<file path="src/rtl/piso_bit_serializer_pkg.sv">
// Shared types and constants for the bit serializer.
// State encoding, idle level default, counter width helper.
package piso_bit_serializer_pkg;

  typedef enum logic [1:0] {
    S_IDLE  = 2'd0,
    S_SHIFT = 2'd1,
    S_GAP   = 2'd2
  } state_t;

  localparam logic IDLE_LEVEL_DEF = 1'b0;

  // Width for a counter holding values 0..n-1, at least 1 bit.
  function automatic int cnt_w(input int n);
    return (n < 2) ? 1 : $clog2(n);
  endfunction

endpackage

</file>
<file path="src/rtl/terminal_counter.sv">
// Modulo-N up-counter with enable, sync clear, async reset.
// Ports: clk, rst, clr, en in; tc out (count == N-1).
module terminal_counter #(
  parameter int N = 2,
  parameter int W = 1
) (
  input  logic clk,
  input  logic rst,
  input  logic clr,
  input  logic en,
  output logic tc
);

  localparam logic [W-1:0] LAST = W'(N - 1);

  logic [W-1:0] count;

  assign tc = (count == LAST);

  always_ff @(posedge clk or posedge rst) begin
    if (rst) begin
      count <= '0;
    end else if (clr) begin
      count <= '0;
    end else if (en) begin
      count <= tc ? '0 : count + 1'b1;
    end
  end

endmodule

</file>
<file path="src/rtl/piso_bit_serializer.sv">
// Parallel-in serial-out stage feeding serial detector FSMs.
// Ports: clk, rst, din/din_valid/din_ready, msb_first in;
// x_out, x_valid, word_done, busy out.
module piso_bit_serializer
  import piso_bit_serializer_pkg::*;
#(
  parameter int   WIDTH      = 8,
  parameter int   GAP        = 0,
  parameter logic IDLE_LEVEL = IDLE_LEVEL_DEF
) (
  input  logic             clk,
  input  logic             rst,
  input  logic [WIDTH-1:0] din,
  input  logic             din_valid,
  output logic             din_ready,
  input  logic             msb_first,
  output logic             x_out,
  output logic             x_valid,
  output logic             word_done,
  output logic             busy
);

  state_t           state;
  state_t           state_n;
  logic [WIDTH-1:0] shreg;
  logic             order;
  logic             bit_tc;
  logic             gap_tc;
  logic             in_idle;
  logic             in_shift;
  logic             last_bit;
  logic             accept;

  assign in_idle  = (state == S_IDLE);
  assign in_shift = (state == S_SHIFT);
  assign last_bit = in_shift & bit_tc;

  // Seamless back-to-back loading only without a gap.
  assign din_ready = in_idle | (last_bit & (GAP == 0));
  assign accept    = din_valid & din_ready;

  terminal_counter #(
    .N(WIDTH),
    .W(cnt_w(WIDTH))
  ) u_bit_cnt (
    .clk(clk),
    .rst(rst),
    .clr(in_idle),
    .en (in_shift),
    .tc (bit_tc)
  );

  generate
    if (GAP > 0) begin : g_gap
      terminal_counter #(
        .N(GAP),
        .W(cnt_w(GAP + 1))
      ) u_gap_cnt (
        .clk(clk),
        .rst(rst),
        .clr(in_idle),
        .en (state == S_GAP),
        .tc (gap_tc)
      );
    end else begin : g_nogap
      assign gap_tc = 1'b1;
    end
  endgenerate

  always_ff @(posedge clk or posedge rst) begin
    if (rst) begin
      state <= S_IDLE;
    end else begin
      state <= state_n;
    end
  end

  always_comb begin
    state_n = state;
    unique case (state)
      S_IDLE: begin
        if (accept) state_n = S_SHIFT;
      end
      S_SHIFT: begin
        if (last_bit) begin
          if (GAP > 0) state_n = S_GAP;
          else if (!accept) state_n = S_IDLE;
        end
      end
      S_GAP: begin
        if (gap_tc) state_n = S_IDLE;
      end
      default: state_n = S_IDLE;
    endcase
  end

  always_ff @(posedge clk or posedge rst) begin
    if (rst) begin
      shreg <= '0;
      order <= 1'b1;
    end else if (accept) begin
      shreg <= din;
      order <= msb_first;
    end else if (in_shift) begin
      shreg <= order ? (shreg << 1) : (shreg >> 1);
    end
  end

  assign x_out = in_shift
               ? (order ? shreg[WIDTH-1] : shreg[0])
               : IDLE_LEVEL;
  assign x_valid   = in_shift;
  assign word_done = last_bit;
  assign busy      = ~in_idle;

endmodule

</file>
<file path="config.mk">
export PLATFORM = sky130hd
export DESIGN_NAME = piso_bit_serializer
export DESIGN_NICKNAME = d
export VERILOG_FILES = /design/src/rtl/piso_bit_serializer_pkg.sv /design/src/rtl/terminal_counter.sv /design/src/rtl/piso_bit_serializer.sv
export SDC_FILE = /design/constraint.sdc
export NUM_CORES = 1
export LEC_CHECK = 0
export CAP_MARGIN = 20
export CORE_MARGIN = 5
export CORE_UTILIZATION = 47
export CTS_BUF_LIST = sky130_fd_sc_hd__clkbuf_4 sky130_fd_sc_hd__clkbuf_8
export DETAILED_ROUTE_END_ITERATION = 7
export HOLD_SLACK_MARGIN = 0.08
export PLACE_DENSITY_LB_ADDON = 0.2
export SLEW_MARGIN = 20
export SYNTH_ARGS = -nofsm -noshare
export SYNTH_HDL_FRONTEND = slang
export SYNTH_HIERARCHICAL = 1
export SYNTH_SLANG_ARGS = --single-unit
</file>
<file path="constraint.sdc">
create_clock -name clk -period 2.3 [get_ports clk]
set_input_delay 0.345 -clock clk [delete_from_list [all_inputs] [get_ports clk]]
set_output_delay 0.345 -clock clk [all_outputs]
set_load 0.01 [all_outputs]
</file>
==> flow_summary.yaml <==
synth:
  yosys_warnings: 6
  ys_seq_area_share_pct: 40.5
  netlist_area_sq_um: 806
  synth_area_per_cell_sq_um: 10.6
  synthCells: 76
  synthesis.nets: 90
  synth.distinct_cells: 24
  yosys_register_bits: 13
layout:
  antenna_cells: 0
  layout-drive-gt1-share_pct: 26.4
  num-nets-final: 106
  finalNonFillerCells: 108
  area_growth_pct: 22.5
worst_setup_path:
  timing.rr.end: "shreg[7]"
  critPathArrivalTime_ps: 1820
  reg2regPathDepth: 5
  crit_chain: "ha_1 > ha_4 > nand2b_1 > clkdlybuf4s50_1"
  endpoint_kind: "output port"
  reg2reg_from: "u_bit_cnt/count[0]"
  critPathKind: "flop to output port"
  path_max_fanout: 10
  worst_ep_required_time_ps: 1960
  slowest_delay_ps: 500
  crit_path_top_delay_cell: "clkdlybuf4s50_1"
  startpoint_type: "flop"
  regToRegSetupSlack_ps: 650
grt:
  antenna_found_initial: 0
  grt_pass1_vias: 582
  grt.total_usage_pct: 14.5
  gr-total-overflow: 0
  grt_pass1_wl_mm: 2.78
  grt_start_max_net_pins: 16
clocking:
  cts_htree_levels: 1
  clock_latency_ps: 290
  cts-root-buf: "clkbuf_4"
  cts.clk_slew.worst_paths_ps: 80
  cts_resized: 0
  post_cts_buffers: 0
  cts_inserted_buffers: 3
  cts.sinks: 13
  clockBufferDepth: 2
  hold_buffers: 0
  cts_tree: "done"
sta:
  clock_skew_ps: 3.60
  tns_ps: 0
  finalHoldViolations: 0
  whs_ps: 242
  drv_slew: 0
  rsz0062_at_grt: "false"
  min_period_over_period_pct: 94.1
  tightest_slew_ps: 548
  setup_slack_ps: 136
  finalSetupViolCount: 0
  period_needed_ps: 2160
  relSlewSlack_pct: 63.3
  fmax_mhz: 462
die:
  core_sq_mm: 0.00167
  rows: 15
  die_area_sq_mm: 0.00264
  ioPinCount: 17
  die_w_um: 51.4
  initial_core_util_pct: 48.2
  die_height_um: 51.4
placed_design:
  dp_slack_ps: 341
  dp.cells: 104
  numPortBuffers: 16
  gp_congestion: 0.739
  hpwl_mm: 1.14
drt:
  post_drt_wl_per_cell_um: 14.9
  drt-total-wl_mm: 1.61
  drc_errors: 0
  vias_per_cell: 5.54
  dr_total_vias: 598
  ant_nets: 0
  drt_iter0_markers: 11
  first_pass_iters: 3
power_and_ir_drop:
  vdd_drop_max_uv: 560
  p_total_w: 0.00125
  powerDensity_mw_per_mm2: 1270
  leakagePower_nw: 0.452
status:
  status: "complete, no violations"
min_path:
  hold_class: "input pin to asynchronous set/reset pin"
flow_run:
  maxCapViolCount: 0
-- flip-flops by register name (all words and copies together) (netlist names) --
name and count:
order 1, shreg 8, state 1, u_bit_cnt/count 3
-- cell families after synthesis --
| logic type | Yosys count | share of synthesized area [%] |
|---|---|---|
| AND/OR/NAND/NOR | 11 | 7.45 |
| flip-flops | 13 | 40.5 |
| multiplexers | 18 | 24.7 |
| AO/OA/AOI/OAI | 16 | 13.4 |
| adder cells (fa/ha/maj) | 2 | 3.11 |
| buffers and inverters | 16 | 10.9 |
-- through the flow --
step,utilization [%],cell area [sq um]
2_1_floorplan,-,806
3_3_place_gp,56.6,945
3_5_place_dp,56.6,945
4_1_cts,58.4,975
5_1_grt,59.1,987
6_report,59.1,987
-- routing by layer --
metal	share of wire, %	wire length (um)	vias up	track usage (%)
met1	47	761	280	19.3
met4	2.1	34	0	6.55
met3	7.6	123	5	7.00
met5	0	0	-	0
li1	-	-	299	-
met2	43	694	14	19.3
-- power breakdown --
| group | internal [W] | total [W] | switching (W) |
|---|---|---|---|
| combinational | 0.000380 | 0.000624 | 0.000244 |
| sequential | 0.000352 | 0.000470 | 0.000118 |
| clock | 0.0000793 | 0.000161 | 0.0000816 |
-- cell usage after synthesis --
cell type	number	area, sq um
mux2_1	1	11.3
ha_1	2	25.0
or3b_1	1	8.76
nor2b_1	1	6.26
nand3_1	1	5.00
mux2_2	14	158
dfstp_2	1	26.3
buf_4	3	22.5
mux2i_1	3	30.0
a21bo_2	1	10.0
buf_2	1	5.00
a21oi_2	1	8.76
o21ai_0	1	5.00
inv_1	9	33.8
nand2_1	1	3.75
nor2_1	3	11.3
a31oi_1	6	37.5
nand2b_1	3	18.8
a22o_1	1	8.76
and2_1	1	6.26
dfrtp_1	12	300
buf_6	2	22.5
inv_2	1	3.75
o22ai_1	6	37.5
-- cells in the final DEF (no fill, tap or decap), types with 3 or more instances in the layout --
cell	Yosys	final
inv_1	9	9
a31oi_1	6	6
nand2b_1	3	3
clkdlybuf4s50_1	0	16
mux2_2	14	14
mux2i_1	3	3
nor2_1	3	3
dfrtp_1	12	12
clkbuf_4	0	4
o22ai_1	6	6
-- critical path: cells and delay by family, from the launching register on --
family / cells / cell delay, ps
AND/OR/NAND/NOR: 1 / 180
flip-flops: 1 / 400
buffers and inverters: 1 / 500
adder cells (fa/ha/maj): 2 / 450
-- area by class of cell --
type                       count  area [sq um]
clock buffer                   4          30.0
multi-input combinational     47           404
sequential                    13           327
timing repair buffer          17           168
tap                           17          21.3
inverter                      10          37.5
fill                         148           683
-- how the worst max path moves through the flow --
stage	depth (start not counted)	endpoint	from	slack, ps
after floorplan	6	shreg[0]	u_bit_cnt/count[0]	610
after global placement	4	din_ready	u_bit_cnt/count[0]	360
after global routing	4	din_ready	u_bit_cnt/count[0]	30
after detailed placement	4	din_ready	u_bit_cnt/count[0]	340
final	4	din_ready	u_bit_cnt/count[0]	140
after CTS	4	din_ready	u_bit_cnt/count[0]	10
Power figures use the tool's default switching activity.
